<file path="src/rtl/ising_pkg.sv">
// Shared definitions for the coupled phase oscillator cells of the Ising array.
// Provides:
//   - osc_state_e   : oscillator control states
//   - weight_value  : offset-coded weight code -> signed coupling value
//   - *_DEF         : default widths and bias for the weight and phase fields
package ising_pkg;

  localparam int WEIGHT_W_DEF    = 3;
  localparam int WEIGHT_BIAS_DEF = 2;
  localparam int PHASE_W_DEF     = 8;

  typedef enum logic [1:0] {
    ST_IDLE    = 2'd0,
    ST_RUN     = 2'd1,
    ST_SETTLED = 2'd2
  } osc_state_e;

  // Weight codes are stored offset-binary so that an all-zero-ish code can
  // express a negative (anti-ferromagnetic) coupling.
  function automatic int weight_value(input int code, input int bias);
    return code - bias;
  endfunction

endpackage

</file>
<file path="src/rtl/osc_coupling_sum.sv">
// Combinational coupling network for one oscillator.
// Decodes each neighbour weight, adds it to the adjustment when that
// neighbour's spin disagrees with ours, and turns BASE_STEP + adjustment into
// a phase step clamped to [1, 2*BASE_STEP].
// Ports:
//   coupling_weights  in  N*WEIGHT_W  weight j in bits [j*WEIGHT_W +: WEIGHT_W]
//   coupling_inputs   in  N           neighbour spins
//   out               in  1           this oscillator's registered spin
//   step              out STEP_W      clamped phase increment
//   adj_nz            out 1           raw adjustment is non-zero
module osc_coupling_sum
  import ising_pkg::*;
#(
  parameter int N           = 3,
  parameter int WEIGHT_W    = WEIGHT_W_DEF,
  parameter int WEIGHT_BIAS = WEIGHT_BIAS_DEF,
  parameter int BASE_STEP   = 4,
  parameter int STEP_W      = $clog2(2*BASE_STEP+1)
) (
  input  logic [N*WEIGHT_W-1:0] coupling_weights,
  input  logic [N-1:0]          coupling_inputs,
  input  logic                  out,
  output logic [STEP_W-1:0]     step,
  output logic                  adj_nz
);

  localparam int VAL_W  = WEIGHT_W + 1;
  // N signed terms of VAL_W bits each cannot overflow this width.
  localparam int SUM_W  = VAL_W + $clog2(N+1);
  // One extra bit over the wider operand so BASE_STEP + adj cannot wrap.
  localparam int CALC_W = ((SUM_W > STEP_W+1) ? SUM_W : STEP_W+1) + 1;

  logic signed [VAL_W-1:0]  val;
  logic signed [SUM_W-1:0]  adj;
  logic signed [CALC_W-1:0] raw;

  always_comb begin
    val = '0;
    adj = '0;
    for (int j = 0; j < N; j++) begin
      val = VAL_W'(weight_value(int'(coupling_weights[j*WEIGHT_W +: WEIGHT_W]), WEIGHT_BIAS));
      if (coupling_inputs[j] != out) begin
        adj = adj + SUM_W'(val);
      end
    end

    raw = CALC_W'(adj) + CALC_W'(BASE_STEP);

    // The step never stalls (>=1) and never exceeds twice nominal, which
    // bounds how fast a strongly coupled cell can be dragged along.
    if (raw < CALC_W'(1)) begin
      step = STEP_W'(1);
    end else if (raw > CALC_W'(2*BASE_STEP)) begin
      step = STEP_W'(2*BASE_STEP);
    end else begin
      step = STEP_W'(raw);
    end

    adj_nz = (adj != '0);
  end

endmodule

</file>
<file path="src/rtl/coupled_phase_osc.sv">
// Clocked coupled phase oscillator for the digital Ising array.
// A PHASE_W-bit accumulator advances by a coupling-dependent step each clock;
// its MSB is the spin. A settle detector counts consecutive periods in which
// the coupling adjustment stayed zero so the array controller can stop an
// anneal once every cell has locked.
// Ports:
//   clk               in  1           clock
//   rst               in  1           asynchronous active-high reset
//   run               in  1           1 = oscillate, 0 = return to IDLE
//   coupling_weights  in  N*WEIGHT_W  offset-coded neighbour weights
//   coupling_inputs   in  N           neighbour spins (same clock domain)
//   out               out 1           spin = registered phase MSB
//   phase             out PHASE_W     accumulator
//   period_tick       out 1           one-cycle pulse after each wrap
//   settled           out 1           high while in SETTLED
//
// state      | meaning
// -----------+-----------------------------------------------------------
// ST_IDLE    | phase parked at INIT_PHASE, waiting for run
// ST_RUN     | oscillating, counting clean (zero-adjust) periods
// ST_SETTLED | oscillating, SETTLE_PERIODS clean periods seen, no adj since
module coupled_phase_osc
  import ising_pkg::*;
#(
  parameter int N              = 3,
  parameter int WEIGHT_W       = WEIGHT_W_DEF,
  parameter int WEIGHT_BIAS    = WEIGHT_BIAS_DEF,
  parameter int PHASE_W        = PHASE_W_DEF,
  parameter int BASE_STEP      = 4,
  parameter int INIT_PHASE     = 0,
  parameter int SETTLE_PERIODS = 4
) (
  input  logic                  clk,
  input  logic                  rst,
  input  logic                  run,
  input  logic [N*WEIGHT_W-1:0] coupling_weights,
  input  logic [N-1:0]          coupling_inputs,
  output logic                  out,
  output logic [PHASE_W-1:0]    phase,
  output logic                  period_tick,
  output logic                  settled
);

  localparam int STEP_W = $clog2(2*BASE_STEP+1);
  localparam int CNT_W  = $clog2(SETTLE_PERIODS+1);

  localparam logic [PHASE_W-1:0] INIT_P  = PHASE_W'(INIT_PHASE);
  localparam logic [CNT_W-1:0]   CNT_MAX = CNT_W'(SETTLE_PERIODS);

  osc_state_e         state_q, state_d;
  logic [PHASE_W-1:0] phase_q, phase_d;
  logic               out_q, out_d;
  logic               tick_q, tick_d;
  logic               settled_q, settled_d;
  logic [CNT_W-1:0]   cnt_q, cnt_d;
  logic               flag_q, flag_d;

  logic [STEP_W-1:0]  step;
  logic               adj_nz;
  logic [PHASE_W:0]   acc;
  logic               wrap;
  logic               flag_any;

  osc_coupling_sum #(
    .N           (N),
    .WEIGHT_W    (WEIGHT_W),
    .WEIGHT_BIAS (WEIGHT_BIAS),
    .BASE_STEP   (BASE_STEP),
    .STEP_W      (STEP_W)
  ) u_sum (
    .coupling_weights (coupling_weights),
    .coupling_inputs  (coupling_inputs),
    .out              (out_q),
    .step             (step),
    .adj_nz           (adj_nz)
  );

  always_comb begin
    state_d  = state_q;
    phase_d  = phase_q;
    cnt_d    = cnt_q;
    flag_d   = flag_q;
    tick_d   = 1'b0;

    // Carry out of the extended sum marks the wrapping edge.
    acc      = {1'b0, phase_q} + (PHASE_W+1)'(step);
    wrap     = acc[PHASE_W];
    // Period activity including the current edge.
    flag_any = flag_q | adj_nz;

    case (state_q)
      ST_IDLE: begin
        phase_d = INIT_P;
        cnt_d   = '0;
        flag_d  = 1'b0;
        if (run) begin
          state_d = ST_RUN;
        end
      end

      ST_RUN: begin
        if (!run) begin
          state_d = ST_IDLE;
          phase_d = INIT_P;
          cnt_d   = '0;
          flag_d  = 1'b0;
        end else begin
          phase_d = acc[PHASE_W-1:0];
          if (wrap) begin
            tick_d = 1'b1;
            flag_d = 1'b0;
            if (flag_any) begin
              cnt_d = '0;
            end else if (cnt_q != CNT_MAX) begin
              cnt_d = cnt_q + 1'b1;
            end
          end else begin
            flag_d = flag_any;
          end
          // Count completed on the previous wrap; an adjustment right now
          // means the lock was lost before it could be reported.
          if (cnt_q == CNT_MAX) begin
            if (adj_nz) begin
              cnt_d = '0;
            end else begin
              state_d = ST_SETTLED;
            end
          end
        end
      end

      ST_SETTLED: begin
        if (!run) begin
          state_d = ST_IDLE;
          phase_d = INIT_P;
          cnt_d   = '0;
          flag_d  = 1'b0;
        end else begin
          phase_d = acc[PHASE_W-1:0];
          tick_d  = wrap;
          flag_d  = wrap ? 1'b0 : flag_any;
          if (adj_nz) begin
            state_d = ST_RUN;
            cnt_d   = '0;
          end
        end
      end

      default: begin
        state_d = ST_IDLE;
        phase_d = INIT_P;
        cnt_d   = '0;
        flag_d  = 1'b0;
      end
    endcase

    out_d     = phase_d[PHASE_W-1];
    settled_d = (state_d == ST_SETTLED);
  end

  always_ff @(posedge clk or posedge rst) begin
    if (rst) begin
      state_q   <= ST_IDLE;
      phase_q   <= INIT_P;
      out_q     <= INIT_P[PHASE_W-1];
      tick_q    <= 1'b0;
      settled_q <= 1'b0;
      cnt_q     <= '0;
      flag_q    <= 1'b0;
    end else begin
      state_q   <= state_d;
      phase_q   <= phase_d;
      out_q     <= out_d;
      tick_q    <= tick_d;
      settled_q <= settled_d;
      cnt_q     <= cnt_d;
      flag_q    <= flag_d;
    end
  end

  assign out         = out_q;
  assign phase       = phase_q;
  assign period_tick = tick_q;
  assign settled     = settled_q;

endmodule

</file>
<file path="config.mk">
export PLATFORM = sky130hd
export DESIGN_NAME = coupled_phase_osc
export DESIGN_NICKNAME = d
export VERILOG_FILES = /design/src/rtl/ising_pkg.sv /design/src/rtl/osc_coupling_sum.sv /design/src/rtl/coupled_phase_osc.sv
export SDC_FILE = /design/constraint.sdc
export NUM_CORES = 1
export LEC_CHECK = 0
export BUFFER_PORTS_ARGS = -buffer_cell sky130_fd_sc_hd__buf_2
export CELL_PAD_IN_SITES_DETAIL_PLACEMENT = 0
export CELL_PAD_IN_SITES_GLOBAL_PLACEMENT = 1
export CORE_UTILIZATION = 35
export CTS_BUF_LIST = sky130_fd_sc_hd__clkbuf_8
export DETAILED_ROUTE_END_ITERATION = 16
export PLACE_DENSITY = 0.77
export SYNTH_ARGS = -nofsm -noshare
export SYNTH_HDL_FRONTEND = slang
export SYNTH_SLANG_ARGS = --single-unit
</file>
<file path="constraint.sdc">
create_clock -name clk -period 8.15 [get_ports clk]
set_input_delay 0.4075 -clock clk [delete_from_list [all_inputs] [get_ports clk]]
set_output_delay 0.4075 -clock clk [all_outputs]
set_load 0.01 [all_outputs]
</file>
# Word level (Yosys, flattened, before mapping)
# Cells that the tools add are included.
# word_totals
input_bits	15
reg_bits	17
# classes
magnitude_cmp	2
n_reduce_logical	3
n_eq_ne	9
n_bitwise	1
mux	30
n_addsub	8
# op_table
cell	count
3-bit 2-to-1 mux	8
6-bit 2-to-1 mux	3
8-bit 2-to-1 mux	2
6-bit by 4-bit adder with 6-bit output	2
2-bit 2-to-1 mux	6
3-bit by 2-bit subtractor with 4-bit output (second input constant)	3
8-bit by 4-bit adder with 9-bit output	1
4-bit 2-to-1 mux	2
6-bit by 4-bit adder with 7-bit output (second input constant)	1
7-bit by 5-bit greater-than comparator with 1-bit output (second input constant)	1
7-bit by 2-bit < comparator with 1-bit output (second input constant)	1
1-bit 2-to-1 mux	6
3-bit != test (second input constant)	2
2-bit case mux with 3 select lines	1
3-bit case mux with 2 select lines	1
6-bit nonzero test	1
2-bit == test (second input constant)	2
3-bit by 1-bit adder with 3-bit output (second input constant)	1
3-bit == test (second input constant)	1
1-bit != test	3
2-bit by 1-bit == test with 1-bit output (second input constant)	1
2-bit logical NOT	1
1-bit case mux with 2 select lines	1
2-bit OR reduction	1
1-bit OR	1

# Longest topological paths before layout
# Gate-level depths: netlist of run 1.
# logic_depth
ltp_word	16
depth_mapped	30
depth_no_buf	28

# Hierarchy
# A second synthesis of run 1 with hierarchy kept.
# hier_totals
hier_cells	243
hier_area_um2	2062.0
# by_module_without_submodules
mod	cells_each	seq_area_each_um2	area_per_inst_um2	instances
osc_coupling_sum	145	0.0	1082.3	1
coupled_phase_osc	98	400.4	979.7	1

# Worst setup path before layout of run 1
# Ideal clock, no wire load.
# synth_path
path_type	reg-to-reg
start	reg out_q, in the netlist out
end	reg cnt_q[1]
setup_time_ps	84
path_stages_with_launch	28
path_buffers	3
slack_ps	1749
required_time_ps	8066
arrival_ps	6317
path_cell_list	dfrtp_1 > buf_2 > buf_2 > xor2_1 > and2_1 > ha_1 > fa_1 > xor2_1 > a221oi_1 > inv_1 > ha_1 > xor2_1 > o21ai_0 > inv_1 > ha_1 > clkbuf_1 > a21oi_1 > mux2_2 > a221oi_1 > nor4b_2 > fa_1 > a21oi_1 > o21ai_0 > nand3_1 > nor3_1 > a21oi_1 > o32a_1 > o22ai_1
# synth_between
elab_chain_cells	16
word_cells_on_any_way	23
cone_classes	4 x add/sub; 2 x order compare; 4 x eq/ne; 11 x mux; 1 x bitwise; 1 x reduce/logical
# synth_rtl
element	line	text
from (decl)	coupled_phase_osc.sv:52	logic out_q, out_d;
from (signal assigned)	coupled_phase_osc.sv:165	out_q <= INIT_P[PHASE_W-1];
from (signal assigned)	coupled_phase_osc.sv:173	out_q <= out_d;
1-bit != test	osc_coupling_sum.sv:42	if (coupling_inputs[j] != out) begin
6-bit 2-to-1 mux	osc_coupling_sum.sv:42	
6-bit by 4-bit adder with 6-bit output	osc_coupling_sum.sv:43	adj = adj + SUM_W'(val);
6-bit 2-to-1 mux	osc_coupling_sum.sv:42	
6-bit by 4-bit adder with 6-bit output	osc_coupling_sum.sv:43	
6-bit 2-to-1 mux *	osc_coupling_sum.sv:42	
6-bit by 4-bit adder with 7-bit output	osc_coupling_sum.sv:47	raw = CALC_W'(adj) + CALC_W'(BASE_STEP);
7-bit by 5-bit greater-than comparator with 1-bit output	osc_coupling_sum.sv:53	end else if (raw > CALC_W'(2*BASE_STEP)) begin
4-bit 2-to-1 mux	osc_coupling_sum.sv:53	
4-bit 2-to-1 mux	osc_coupling_sum.sv:51	if (raw < CALC_W'(1)) begin
8-bit by 4-bit adder with 9-bit output	coupled_phase_osc.sv:86	acc = {1'b0, phase_q} + (PHASE_W+1)'(step);
3-bit 2-to-1 mux	coupled_phase_osc.sv:109	if (wrap) begin
3-bit 2-to-1 mux	coupled_phase_osc.sv:123	if (adj_nz) begin
3-bit 2-to-1 mux	coupled_phase_osc.sv:122	if (cnt_q == CNT_MAX) begin
3-bit 2-to-1 mux	coupled_phase_osc.sv:102	if (!run) begin
3-bit case mux with 2 select lines	coupled_phase_osc.sv:91	case (state_q)
to (signal assigned)	coupled_phase_osc.sv:176	cnt_q <= cnt_d;
to (decl)	coupled_phase_osc.sv:55	logic [CNT_W-1:0] cnt_q, cnt_d;
# Mark *: on every way between the ends. The rest lies on a longest branch, timed or not.
# A chain may end at the register's enable or synchronous reset.

# Worst setup path after layout of run 1
# Ends and elaborated chain as after synthesis.

==> impl_metrics.csv, run 1 <==
group,metric,value,unit
status,outcome,"completed",
power,power,0.364,mW
grt,grt.busiest_layer,"met2",
clock_tree,clock_latency,0.25,ns
sta,rsz0062_at_grt,"no",
clock_tree,cts_hold_buf,0,
placement,gp_congestion,0.868,
clock_tree,clkTransAtPathRegs,0.06,ns
detailed_routing,first_pass_iters,4,
power,switchingPower,0.154,mW
grt,grt_antenna_before_repair,0,
power,p_leak,1.11,nW
synthesis,ys_warn_count,0,
placement,dpl.hpwl,3.66,mm
synthesis,avgSynthCellArea,8.07,um2
synthesis,synth_largest_area_cell,"dfrtp_1",
detailed_routing,viasPerCell,5.38,
detailed_routing,drc,0,
synthesis,synthCells,254,
synthesis,synth_flop_cell,"dfrtp_1",
power,seq_power_share,26.9,%
die,start_util,36.8,%
synthesis,synthesis.nets,297,
critical_path,required,8.32,ns
placement,io_buffers,25,
grt,gr-total-overflow,0,
detailed_routing,vias,1862,
clock_tree,cts.sinks,16,
power,switching_share,42.3,%
cells_and_area,n_antenna_cell,0,
run,maxCapViolations,0,
sta,tightest_slew,0.785,ns
clock_tree,cts_buffers,3,
grt,grt_max_degree,23,
critical_path,end_kind,"flip-flop",
sta,fin_skew,0.000937,ns
detailed_routing,wirelength,4.59,mm
cells_and_area,final_area,2280,um2
cells_and_area,syn_to_final_growth,11.0,%
clock_tree,cts-htree-levels,1,
synthesis,synth_sequential_area_ratio,19.5,%
cells_and_area,drive_above_1_share,13.9,%
clock_tree,clk_path_buf_depth,2,
synthesis,ys_async_sr_fraction,100,%
sta,hold_viol,0,
sta,setup_viol,0,
die,die-area,6170,um2
grt,grt.total_usage,16.4,%
critical_path,crit_arrival,7.28,ns
power,clock_power_share,19.6,%
sta,drv_slew,0,
clock_tree,tritoncts,"yes",
die,num_rows,27,
sta,clock.fmax,0.141,GHz
synthesis,netlist_area,2050,um2
min_path,hold_class,"in2async",
grt,use_met1,23.2,%
synthesis,synth-seq-cells,16,
cells_and_area,final_common_cell,"nor2_1",
synthesis,synth_edf_count,0,
grt,grt_pass1_vias,1753,
clock_tree,cts-root-buf,"clkbuf_8",
die,die_w,78.5,um
die,core-area,5570,um2
clock_tree,postCtsResizedCells,0,
cells_and_area,final_cell_mix,"nor2_1 (31), ha_1 (25), buf_2 (25)",
critical_path,crit_type,"reg2reg",
synthesis,ys_top_cells_by_area,"dfrtp_1 (20%), ha_1 (15%), nor2_1 (5.7%)",
detailed_routing,wl_per_cell,13.3,um
sta,fin_crit_sh,87.3,%
clock_tree,cts_setup_buffers,0,
critical_path,start_kind,"flip-flop",
cells_and_area,final_nets,318,
sta,tns,0,ns
synthesis,yosys.area.top_type_share,19.5,%
power,p_comb_share,53.5,%
detailed_routing,drt-initial-drc-count,122,
grt,grt_util_met3,2.56,%
critical_path,crit_fanout,22,
power,ir_worst_vdd,0.0780,mV
power,p_per_area,160,nW/um2
critical_path,rr_worst_depth,24,
grt,grt_pass1_wl,8.21,mm
synthesis,ys_types,58,
power,cellInternalPower,0.210,mW
sta,slew_headroom,47.5,%
critical_path,r2r_setup_slack,1.04,ns
grt,global_route.usage.met2,27.4,%
placement,postPlaceCellArea,2220,um2
die,io_pins,26,
sta,period_minus_slack,7.11,ns
detailed_routing,ant_nets,0,
die,chipHeight,78.5,um
==> Yosys cell counts (2+ instances only) <==
| cell | n |
|---|---|
| fa_1 | 3 |
| and2_1 | 7 |
| nand3b_1 | 2 |
| nor3b_1 | 2 |
| or4_1 | 2 |
| o31ai_1 | 3 |
| a221oi_1 | 3 |
| ha_1 | 25 |
| a31oi_1 | 2 |
| xor2_1 | 7 |
| xnor2_1 | 9 |
| nand2_1 | 20 |
| a21oi_1 | 12 |
| and3_1 | 3 |
| nor4bb_1 | 2 |
| a211oi_1 | 4 |
| nand2b_1 | 5 |
| nand3_1 | 6 |
| buf_4 | 2 |
| clkbuf_1 | 4 |
| nor2_1 | 31 |
| a211o_1 | 3 |
| inv_1 | 21 |
| a32oi_1 | 2 |
| nor2b_1 | 3 |
| o21ai_0 | 11 |
| buf_2 | 3 |
| a2111oi_0 | 2 |
| a21o_1 | 4 |
| nand4_1 | 4 |
| dfrtp_1 | 16 |
| nor3_1 | 4 |
| o22a_1 | 2 |
==> cell families after synthesis <==
group / count (synthesis) / share of synthesized area, %
AO/OA/AOI/OAI: 61 / 21.6
XOR/XNOR: 17 / 7.63
adder cells (fa/ha/maj): 28 / 18.2
buffers and inverters: 30 / 6.04
flip-flops: 16 / 19.5
multiplexers: 2 / 1.04
AND/OR/NAND/NOR: 100 / 26.0
==> critical path, cell delays in order (launching register included) <==
cell      delay, ns
dfrtp_1        0.82
xor2_1         0.15
and2_1         0.19
ha_1           0.20
fa_1           0.40
xor2_1         0.18
a221oi_1       0.67
inv_1          0.11
ha_1           0.38
xor2_1         0.18
o21ai_0        0.33
inv_1          0.11
ha_1           0.42
a21oi_1        0.10
mux2_2         0.29
a221oi_1       0.28
nor4b_2        0.35
fa_1           0.27
a21oi_1        0.08
o21ai_0        0.35
nand3_1        0.37
nor3_1         0.30
a21oi_1        0.06
o32a_1         0.28
o22ai_1        0.14
==> area by class of cell <==
cell class                      instances  area (um2)
Clock buffer                            4        55.1
Fill cell                             602        3300
Inverter                               21        78.8
Multi-Input combinational cell        208        1530
Sequential cell                        16         400
Tap cell                               72        90.1
Timing Repair Buffer                   25         125
==> flip-flops by register name, summed over array words and instances, names as in the netlist <==
| register | flops |
|---|---|
| phase | 7 |
| cnt_q | 3 |
| state_q | 2 |
| flag_q | 1 |
| out | 1 |
| period_tick | 1 |
| settled | 1 |
==> power groups by stage <==
stage,clock network (mW),registers (mW),logic (mW)
detailed placement,0,0.0993,0.195
CTS,0.0735,0.0976,0.196
floorplan,0,0.0988,0.150
finish,0.0713,0.0979,0.195
global route,0.0768,0.0987,0.224
global placement,0,0.0990,0.195
==> metal layers <==
metal  part of all wire [%]  vias to the layer above
li1                       -                      963
met4                   0.24                        0
met2                     48                       26
met1                     49                      871
met3                    2.5                        2
met5                      0                        -
==> final timing paths <==
check                              start       end
worst max-delay path                 out  cnt_q[1]
worst min-delay path                 rst  phase[5]
worst max register to register       out  cnt_q[1]
worst min register to register  cnt_q[0]  cnt_q[0]
max in group asynchronous            rst   settled
min in group clk                     run    flag_q
==> per-stage QoR <==
stage	hold WS, ns	util [%]	instances	setup slack (ns)
2_1_floorplan	0.321	-	254	1.75
3_5_place_dp	0.530	39.8	342	1.04
6_report	0.221	40.8	346	1.04
3_3_place_gp	0.520	39.8	342	1.29
4_1_cts	0.251	40.8	346	1.05
5_1_grt	0.285	40.8	346	0.315
No activity file was read; power rests on OpenSTA's default activity.
==> run 2, diff against run 1 <==
Settings changed: PLACE_DENSITY 0.77 to 0.76, SYNTH_HIERARCHICAL set to 1.
==> run 2 against run 1 <==
Net effect: total power shrank 2.0%; global-route usage shrank 1.1 points; critical path depth is the same; critical path type unchanged; critical endpoint is now out; largest cell class unchanged.
==> impl_metrics.csv, run 2 <==
group,metric,value,unit
status,outcome,"completed",
die,die_w,78.8,um
synthesis,synth-seq-cells,16,
min_path,hold_class,"in2async",
clock_tree,cts-htree-levels,1,
sta,slew_headroom,35.9,%
synthesis,ys_top_cells_by_count,"ha_1 (26), nor2_1 (23), inv_1 (18), nand2_1 (18), dfrtp_1 (16)",
placement,dpl.hpwl,3.66,mm
synthesis,ys_warn_count,6,
cells_and_area,final_nets,312,
cells_and_area,syn_to_final_growth,11.5,%
critical_path,crit_type,"reg2reg",
clock_tree,clock_latency,0.25,ns
cells_and_area,final_area,2300,um2
synthesis,yosys.area.top_type_share,19.4,%
sta,tns,0,ns
synthesis,synth_edf_count,0,
sta,rsz0062_at_grt,"no",
synthesis,synthesis.nets,287,
cells_and_area,fill_cells,600,
cells_and_area,final_cell_mix,"ha_1 (26), buf_2 (25), nor2_1 (23)",
power,seq_power_share,26.7,%
detailed_routing,viasPerCell,5.29,
critical_path,required,8.32,ns
grt,grt_antenna_before_repair,0,
power,p_per_area,155,nW/um2
critical_path,start_kind,"flip-flop",
synthesis,synth_largest_area_cell,"dfrtp_1",
power,clock_power_share,19.8,%
power,cellInternalPower,0.210,mW
grt,gr-total-overflow,0,
die,chipHeight,78.8,um
synthesis,synthCells,243,
sta,tightest_slew,0.955,ns
critical_path,crit_arrival,6.04,ns
synthesis,ys_top_cells_by_area,"dfrtp_1 (19%), ha_1 (16%), nor2_1 (4.2%)",
clock_tree,tritoncts,"yes",
sta,fin_skew,0.00438,ns
placement,io_buffers,25,
sta,clock.fmax,0.170,GHz
detailed_routing,vias,1795,
cells_and_area,final_common_cell,"ha_1",
die,die-area,6200,um2
sta,hold_viol,0,
synthesis,netlist_area,2060,um2
synthesis,yosysMostFrequentCell,"ha_1",
critical_path,max_stage_delay,0.79,ns
detailed_routing,drc,0,
detailed_routing,wl_per_cell,13.0,um
synthesis,ys_async_sr_fraction,100,%
die,core-area,5610,um2
sta,drv_slew,0,
placement,gp_congestion,0.874,
power,p_leak,1.11,nW
grt,grt_pass1_vias,1702,
clock_tree,cts.sinks,16,
clock_tree,cts_setup_buffers,0,
grt,grt_max_degree,17,
power,switchingPower,0.147,mW
grt,grt_pass1_wl,7.58,mm
clock_tree,cts_buffers,3,
power,switching_share,41.3,%
cells_and_area,largest_reg_flops,7,
critical_path,crit_fanout,16,
critical_path,cpMaxStageDelayCell,"dfrtp_1",
die,io_pins,26,
die,num_rows,27,
detailed_routing,wirelength,4.40,mm
detailed_routing,ant_nets,0,
synthesis,avgSynthCellArea,8.49,um2
placement,postPlaceCellArea,2240,um2
detailed_routing,drt-initial-drc-count,51,
run,maxCapViolations,0,
die,start_util,36.8,%
clock_tree,cts_hold_buf,0,
power,p_comb_share,53.5,%
grt,grt.total_usage,15.3,%
critical_path,critical_path.cell_chain,"xnor2_2, nor2_1, ha_1, fa_1, nand2_1, o21ai_0, ha_1, a21o_1, a21oi_1, xor2_1, o21ai_0, nor2_1, inv_1, ha_1, o211ai_1, nand2_1, nor4_1, nand2_1, o21ai_1, ha_1, a211o_1, a21oi_2, o21ai_0, a21oi_1",
power,ir_worst_vdd,0.0965,mV
clock_tree,postCtsResizedCells,0,
clock_tree,cts-root-buf,"clkbuf_8",
cells_and_area,n_antenna_cell,0,
critical_path,critPathMostFrequentCell,"ha_1",
sta,period_minus_slack,5.87,ns
sta,fin_crit_sh,72.0,%
synthesis,synth_flop_cell,"dfrtp_1",
synthesis,ys_types,58,
cells_and_area,drive_above_1_share,17.2,%
synthesis,synth_sequential_area_ratio,19.4,%
critical_path,end_kind,"flip-flop",
clock_tree,clk_path_buf_depth,2,
clock_tree,clkTransAtPathRegs,0.07,ns
sta,setup_viol,0,
detailed_routing,first_pass_iters,4,
-- run 2: cell types whose count changed after synthesis, sizes merged, moves of 3 or more --
cell,previous run,this run
inv,21,18
o31ai,3,0
a21o,4,7
a221oi,4,0
o21bai,1,5
a21oi,12,17
a31oi,2,5
o211ai,0,3
nor2,31,23
clkbuf,4,1
or3,0,5
o21ai,11,18
-- run 2: per-layer routing --
layer	track usage, %	part of all wire [%]	up-vias
met2	25.2	44	28
met1	21.3	52	840
met5	0	0	-
met3	1.49	2.6	5
met4	3.89	0.86	0
li1	-	-	922
-- run 2: path summary, 6_finish.rpt --
kind / start / endpoint / slack, ns / cells past startpoint
setup / recovery: out / out / 2.28 / 24
hold / removal: rst / cnt_q[0] / 0.22 / 2
setup reg to reg: out / out / 2.28 / 24
hold reg to reg: flag_q / flag_q / 0.59 / 2
max in group asynchronous: rst / phase[3] / 7.53 / 2
min in group clk: run / phase[0] / 0.50 / 2
-- run 2: critical path: cells and delay by family (launching register included) --
family	cells	cell delay (ns)
flops	1	0.79
xor+xnor	2	0.42
fa+ha+maj	5	1.69
simple gates	6	1.04
buf+inv	1	0.07
compound gates	10	1.79
-- run 2: area by class of cell --
| type | count | area (um2) | area share (%) |
|---|---|---|---|
| Tap cell | 72 | 90.1 | 3.92 |
| Sequential cell | 16 | 400 | 17.4 |
| Clock buffer | 4 | 55.1 | 2.39 |
| Multi-Input combinational cell | 204 | 1560 | 67.9 |
| Inverter | 18 | 67.6 | 2.94 |
| Timing Repair Buffer | 25 | 125 | 5.44 |
-- run 2: power groups by stage --
stage	Combinational, mW	Sequential (mW)	Clock [mW]
floorplan	0.147	0.0972	0
global placement	0.190	0.0972	0
detailed placement	0.189	0.0974	0
CTS	0.191	0.0959	0.0732
global route	0.216	0.0969	0.0767
finish	0.191	0.0954	0.0706
-- run 2: cell families after synthesis --
logic type	Yosys count	share of synthesized area, %
DFF	16	19.4
AOI/OAI and AO/OA	70	24.8
and+or+nand+nor	87	22.6
xor gates and xnor gates	15	8.01
buffers and inverters	23	4.85
adders and majority gates	29	18.7
muxes	3	1.64
-- run 2: per-stage QoR --
step	util [%]	worst slack (ns)	hold slack (ns)	cells	total power, mW
2_1_floorplan	-	3.12	0.321	243	0.244
3_3_place_gp	40.0	2.56	0.512	335	0.287
3_5_place_dp	40.0	2.32	0.514	335	0.287
4_1_cts	41.0	2.27	0.240	339	0.360
5_1_grt	41.0	1.72	0.288	339	0.390
6_report	41.0	2.28	0.221	339	0.357
